--- src/rtl/dlatch_writer.sv ---
// Write-side driver for a transparent D-latch bank: presents each accepted word on d
// with setup/strobe/hold windows and a one-entry pending buffer for back-to-back writes.
module dlatch_writer #(
    parameter int unsigned WIDTH      = 8,
    parameter int unsigned SETUP_CYC  = 1,
    parameter int unsigned STROBE_CYC = 2,
    parameter int unsigned HOLD_CYC   = 1
) (
    input  logic             clk,
    input  logic             rst,
    input  logic             in_valid,
    output logic             in_ready,
    input  logic [WIDTH-1:0] in_data,
    output logic [WIDTH-1:0] d,
    output logic             en,
    output logic             busy,
    output logic             done
);

    localparam int unsigned MAX_SH  = (SETUP_CYC > HOLD_CYC) ? SETUP_CYC : HOLD_CYC;
    localparam int unsigned MAX_CYC = (STROBE_CYC > MAX_SH) ? STROBE_CYC : MAX_SH;
    localparam int unsigned CNT_W   = (MAX_CYC > 1) ? $clog2(MAX_CYC) : 1;

    localparam logic [CNT_W-1:0] SETUP_LD  = CNT_W'(SETUP_CYC - 1);
    localparam logic [CNT_W-1:0] STROBE_LD = CNT_W'(STROBE_CYC - 1);
    localparam logic [CNT_W-1:0] HOLD_LD   = CNT_W'(HOLD_CYC - 1);

    typedef enum logic [1:0] {
        IDLE,
        SETUP,
        STROBE,
        HOLD
    } state_t;

    state_t           state;
    logic [CNT_W-1:0] cnt;
    logic             pend_full;
    logic [WIDTH-1:0] pend_data;
    logic             accept;
    logic             cnt_zero;
    logic             last_hold;

    assign in_ready  = !rst && !pend_full;
    assign accept    = in_valid && in_ready;
    assign cnt_zero  = (cnt == '0);
    assign last_hold = (state == HOLD) && cnt_zero;
    assign busy      = (state != IDLE);

    // Phase sequencer; d only loads on edges entering SETUP, where en is low and stays low.
    always_ff @(posedge clk or posedge rst) begin
        if (rst) begin
            state     <= IDLE;
            cnt       <= '0;
            d         <= '0;
            en        <= 1'b0;
            done      <= 1'b0;
            pend_full <= 1'b0;
            pend_data <= '0;
        end else begin
            done <= 1'b0;
            case (state)
                IDLE: begin
                    if (accept) begin
                        d     <= in_data;
                        cnt   <= SETUP_LD;
                        state <= SETUP;
                    end
                end
                SETUP: begin
                    if (cnt_zero) begin
                        cnt   <= STROBE_LD;
                        en    <= 1'b1;
                        state <= STROBE;
                    end else begin
                        cnt <= cnt - CNT_W'(1);
                    end
                end
                STROBE: begin
                    if (cnt_zero) begin
                        cnt   <= HOLD_LD;
                        en    <= 1'b0;
                        state <= HOLD;
                    end else begin
                        cnt <= cnt - CNT_W'(1);
                    end
                end
                HOLD: begin
                    if (cnt_zero) begin
                        done <= 1'b1;
                        if (pend_full) begin
                            d         <= pend_data;
                            pend_full <= 1'b0;
                            cnt       <= SETUP_LD;
                            state     <= SETUP;
                        end else if (accept) begin
                            d     <= in_data;
                            cnt   <= SETUP_LD;
                            state <= SETUP;
                        end else begin
                            state <= IDLE;
                        end
                    end else begin
                        cnt <= cnt - CNT_W'(1);
                    end
                end
                default: state <= IDLE;
            endcase

            // Mid-write accepts park in the pending slot; the final HOLD edge bypasses it.
            if (accept && (state != IDLE) && !last_hold) begin
                pend_data <= in_data;
                pend_full <= 1'b1;
            end
        end
    end

endmodule

--- config.mk ---
export PLATFORM = sky130hd
export DESIGN_NAME = dlatch_writer
export DESIGN_NICKNAME = d
export VERILOG_FILES = /design/src/rtl/dlatch_writer.sv
export SDC_FILE = /design/constraint.sdc
export NUM_CORES = 1
export LEC_CHECK = 0
export ABC_AREA = 1
export BUFFER_PORTS_ARGS = -buffer_cell sky130_fd_sc_hd__buf_2
export CAP_MARGIN = 20
export CORE_MARGIN = 4
export CORE_UTILIZATION = 54
export CTS_CLUSTER_DIAMETER = 50
export DETAILED_ROUTE_END_ITERATION = 8
export PLACE_DENSITY_LB_ADDON = 0.08
export REMOVE_ABC_BUFFERS = 1
export SYNTH_ARGS = -nofsm -noshare
export SYNTH_HDL_FRONTEND = slang
export SYNTH_SLANG_ARGS = --single-unit
--- constraint.sdc ---
create_clock -name clk -period 1.5 [get_ports clk]
set_input_delay 0.075 -clock clk [delete_from_list [all_inputs] [get_ports clk]]
set_output_delay 0.075 -clock clk [all_outputs]
set_load 0.005 [all_outputs]
**Yosys cells after proc, flatten, opt, wreduce, memory -nomap -nowiden**

Cells that the tools add are included.

- Flip-flop bits (word level): 22
- Input bits: 11
- Output and inout bits: 12

- $add $sub $neg: 1
- Equality and inequality tests: 8
- Mux-type cells: 22
- Bitwise gates (word level): 1
- Reduce and logical (&&, ||, !) cells: 18

Operators with widths:

| operator | number |
|---|---|
| 8-bit two-way mux | 3 |
| 8-bit case mux with 2 select lines | 1 |
| 1-bit two-way mux | 11 |
| 2-bit two-way mux | 4 |
| 2-bit inequality test, second input constant | 4 |
| 2-bit case mux with 4 select lines | 1 |
| 2-bit nonzero test | 4 |
| 1-bit logical AND | 5 |
| 2-bit == test, second input constant | 2 |
| 2-bit AND reduction | 2 |
| 4-bit AND reduction | 1 |
| 1-bit zero test | 3 |
| 1-bit case mux with 3 select lines | 1 |
| 3-bit AND reduction | 1 |
| 2-bit by 1-bit == test with 1-bit output, second input constant | 1 |
| 2-bit zero test | 1 |
| 2-bit by 1-bit inequality test with 1-bit output, second input constant | 1 |
| 1-bit case mux with 2 select lines | 1 |
| 2-bit OR reduction | 1 |
| 1-bit inverter | 1 |
| 1-bit subtractor, second input constant | 1 |

**Depth between registers and ports, before layout**

- Depth after elaboration: 7
- Mapped depth: 9
- Depth with buffers taken out: 8

**Worst setup path before layout**

OpenSTA, ideal clock, no wires.

- Path type: register -> register
- Start: reg state[0]
- End: reg d[0]
- Setup time: 118 ps
- Arrival: 1,253 ps
- Required time: 1,382 ps
- Path slack: 130 ps
- Cell stages (with the launch flop): 8
- Buffers on the path: 0
- Cell sequence: dfrtp_1 -> inv_1 -> ha_1 -> inv_1 -> o21ai_4 -> nand2_4 -> nand2_1 -> nand2_1

- Longest elaborated chain between the ends: 3

Ends and longest elaborated chain:

| item | RTL line | RTL |
|---|---|---|
| from (decl) | 35 | `state_t state;` |
| from (signal assigned) | 52 | `state <= IDLE;` |
| from (signal assigned) | 66 | `state <= SETUP;` |
| from (signal assigned) | 73 | `state <= STROBE;` |
| 2-bit == test / 2-bit zero test (equally long branches) | 61 | `case (state)` |
| 2-bit inequality test (no source line) / 2-bit nonzero test (equally long branches) | - |  |
| 2-bit AND reduction (no source line) | - |  |
| to (signal assigned) | 64 | `d <= in_data;` |
| to (signal assigned) | 91 | `d <= pend_data;` |
| to (signal assigned) | 96 | `d <= in_data;` |
| to (decl) | 14 | `output logic [WIDTH-1:0] d,` |

Parallel ways exist; a longest one is shown, timed or not.
A chain may end at the register's enable or synchronous reset.

**Worst setup path after layout**

- Start: reg state[1]
- End: reg pend_data[1]

- Longest elaborated chain between the ends: 4

Ends and longest elaborated chain:

| item | RTL line | RTL |
|---|---|---|
| 2-bit == test | 46 | `assign last_hold = (state == HOLD) && cnt_zero;` |
| 1-bit logical AND | 46 |  |
| via last_hold | 41 | `logic last_hold;` |
| 1-bit zero test | 110 | `if (accept && (state != IDLE) && !last_hold) begin` |
| 1-bit logical AND | 110 |  |
| to (signal assigned) | 111 | `pend_data <= in_data;` |
| to (decl) | 38 | `logic [WIDTH-1:0] pend_data;` |

The timed path passes the listed nets, and every way through them passes these cells.

==> results.sh <==
export IMPL_io_pins=23
export IMPL_grt_max_degree=23
export IMPL_grtUsageTotal=0.174
export IMPL_syn_area_per_cell_um2=7.96
export IMPL_htreeDepth=1
export IMPL_hold_viol=0
export IMPL_syn_inst=160
export IMPL_fill_cells=210
export IMPL_vias_per_cell=4.85
export IMPL_yosysWarnings=0
export IMPL_p_sw_mw=0.196
export IMPL_maxSlewViolCount=0
export IMPL_p_sw_frac=0.217
export IMPL_antenna_found_initial=0
export IMPL_regArea_um2=552
export IMPL_synth_top_area_frac=0.432
export IMPL_required_ps=1700
export IMPL_syn2layout_area_growth_pct=18.0
export IMPL_cts_buffers=3
export IMPL_cts_tree="built"
export IMPL_pwr_share_seq=0.656
export IMPL_antenna_cells=0
export IMPL_tns_ps=0
export IMPL_synth_most_common_cell="nand2_1"
export IMPL_p_int_mw=0.707
export IMPL_cts_sinks=22
export IMPL_synth_area_leader_cell="dfrtp_1"
export IMPL_root_buffer="clkbuf_4"
export IMPL_worstHoldPathType="input port to register"
export IMPL_numPortBuffers=22
export IMPL_yosysSeqAreaShare=0.432
export IMPL_dp_hpwl_mm=1.78
export IMPL_p_comb_frac=0.060
export IMPL_clkPwrFrac=0.284
export IMPL_firstDrtPassIters=4
export IMPL_rows=17
export IMPL_fin_crit_sh=0.929
export IMPL_insertion_delay_ps=300
export IMPL_tightest_slew_ps=280
export IMPL_final_nets=209
export IMPL_critPathMaxFanout=17
export IMPL_drt_iter0_drc=24
export IMPL_synth_seq_cells=22
export IMPL_p_total_mw=0.903
export IMPL_cts_buffer_depth=2
export IMPL_multi_input_area_um2=589
export IMPL_ant_nets=0
export IMPL_worstPathArrival_ps=1600
export IMPL_p_per_area_nw_per_um2=601
export IMPL_cap_violations=0
export IMPL_start_util=0.570
export IMPL_wl_per_cell_um=11.2
export IMPL_die_w_um=56.6
export IMPL_drt_drc_violations_left=0
export IMPL_grt_pass1_vias=1059
export IMPL_worst_setup_path_type="register to register"
export IMPL_synth_edf_count=0
export IMPL_dieArea_um2=3200
export IMPL_synth_area_top_cells="dfrtp_1, nand2_1, inv_1, nand3_1, o21ai_2"
export IMPL_coreArea_um2=2230
export IMPL_status="complete, no violations"
export IMPL_wirelength_mm=2.46
export IMPL_overflow=0
export IMPL_drive_gt1_frac=0.314
export IMPL_synth_distinct_cells=20
export IMPL_vdd_ir_drop_worst_mv=0.430
export IMPL_synthArstFlopShare=1.00
export IMPL_grt_pass1_wl_mm=4.45
export IMPL_timing_fmax_ghz=0.718
export IMPL_setup_violations_final=0
export IMPL_fin_crit_ps=1390
export IMPL_cp_start_kind="register"
export IMPL_slew_headroom=0.813
export IMPL_die_h_um=56.6
export IMPL_dominantRegCellSynth="dfrtp_1"
export IMPL_cp_end_kind="register"
export IMPL_clkSlewWorstSetupHoldPaths_ps=110
export IMPL_holdWs_ps=30.1
export IMPL_synthTopCellsByCount="nand2_1, inv_1, dfrtp_1"
export IMPL_finClkSkew_ps=1.85
export IMPL_vias=1063
export IMPL_syn_area_um2=1270
export IMPL_globalplace_congestion=0.826
export IMPL_p_leak_nw=0.857
[flip-flops by register name (all words and copies together) (netlist names)]
signal,count
state,2
done,1
d,8
pend_data,8
en,1
pend_full,1
cnt,1
[through the flow]
| stage | area [µm²] | cells | util | setup WS (ps) |
|---|---|---|---|---|
| final | 1500 | 219 | 0.673 | 107 |
| after global routing | 1500 | 219 | 0.673 | -19.6 |
| after CTS | 1450 | 215 | 0.648 | 34.3 |
| after detailed placement | 1410 | 211 | 0.632 | -7.12 |
| after global placement | 1410 | 211 | 0.632 | 75.5 |
| after floorplan | 1230 | 156 | - | 25.6 |
[repair_timing]
| item | 4_1_cts | 5_1_grt |
|---|---|---|
| hold buffers | 1 | 0 |
| hold endpoints to repair | 22 | 0 |
| gates cloned | 0 | 1 |
| pin swaps | 0 | 2 |
| setup endpoints to repair | 13 | 17 |
| setup buffers | 0 | 3 |
| gates resized for setup | 1 | 7 |
[cells in the final DEF (no fill, tap or decap), types with 2 or more instances in the layout]
cell type / instances
a21oi_1: 2
buf_4: 8
inv_2: 3
nand2_2: 5
ha_1: 3
buf_2: 22
nand2_1: 51
inv_1: 29
clkbuf_4: 3
nor2_4: 2
dfrtp_1: 21
o21ai_2: 9
nand2_4: 2
nand3_1: 19
nor2_1: 2
[layer usage]
| metal | share of wire | routed length [µm] | vias up | global-route usage |
|---|---|---|---|---|
| met1 | 0.47 | 1160 | 473 | 0.229 |
| met3 | 0.060 | 147 | 4 | 0.0322 |
| met4 | 0.011 | 28 | 0 | 0.0881 |
| li1 | - | - | 549 | - |
| met5 | 0 | 0 | - | 0 |
| met2 | 0.46 | 1120 | 37 | 0.271 |
[logic make-up (layout without fill, tap and decap cells)]
family                   count (synthesis)  count (layout)  synth area share
AND/OR/NAND/NOR                         84              84             0.306
AO/OA/AOI/OAI                           12              13            0.0796
buffers and inverters                   37              67             0.133
flip-flops                              22              22             0.432
adder cells (fa/ha/maj)                  5               5            0.0491
[path summary, 6_finish.rpt]
check                                 from      endpoint  slack [ps]  depth (start not counted)
worst max-delay path              state[1]  pend_data[1]         110                          8
max in group asynchronous              rst      state[0]         870                          4
worst max register to register    state[1]  pend_data[1]         110                          8
min in group asynchronous              rst           cnt         390                          4
worst min register to register        d[5]          d[5]         490                          2
worst min-delay path            in_data[4]  pend_data[4]          30                          3
[power by group through the flow]
stage	Sequential, mW	Combinational (mW)	Clock (mW)
after floorplan	0.604	0.0299	0
after global placement	0.604	0.0516	0
after detailed placement	0.604	0.0522	0
after CTS	0.593	0.0547	0.274
after global routing	0.593	0.0631	0.306
final	0.593	0.0543	0.256
[cell type report]
type | instances | share of cell area
Timing Repair Buffer | 31 | 0.120
Multi-Input combinational cell | 102 | 0.392
Tap cell | 28 | 0.0233
Sequential cell | 22 | 0.367
Clock buffer | 3 | 0.0150
Inverter | 33 | 0.0824
[worst max-delay path: stages, from the launching register on]
cell and delay, ps:
dfrtp_1 420, buf_4 150, ha_4 200, inv_2 80
nor2_4 40, nor2_4 130, nand2_8 120, nand2_1 100
o21ai_2 50
No activity file was read; power rests on OpenSTA's default activity.
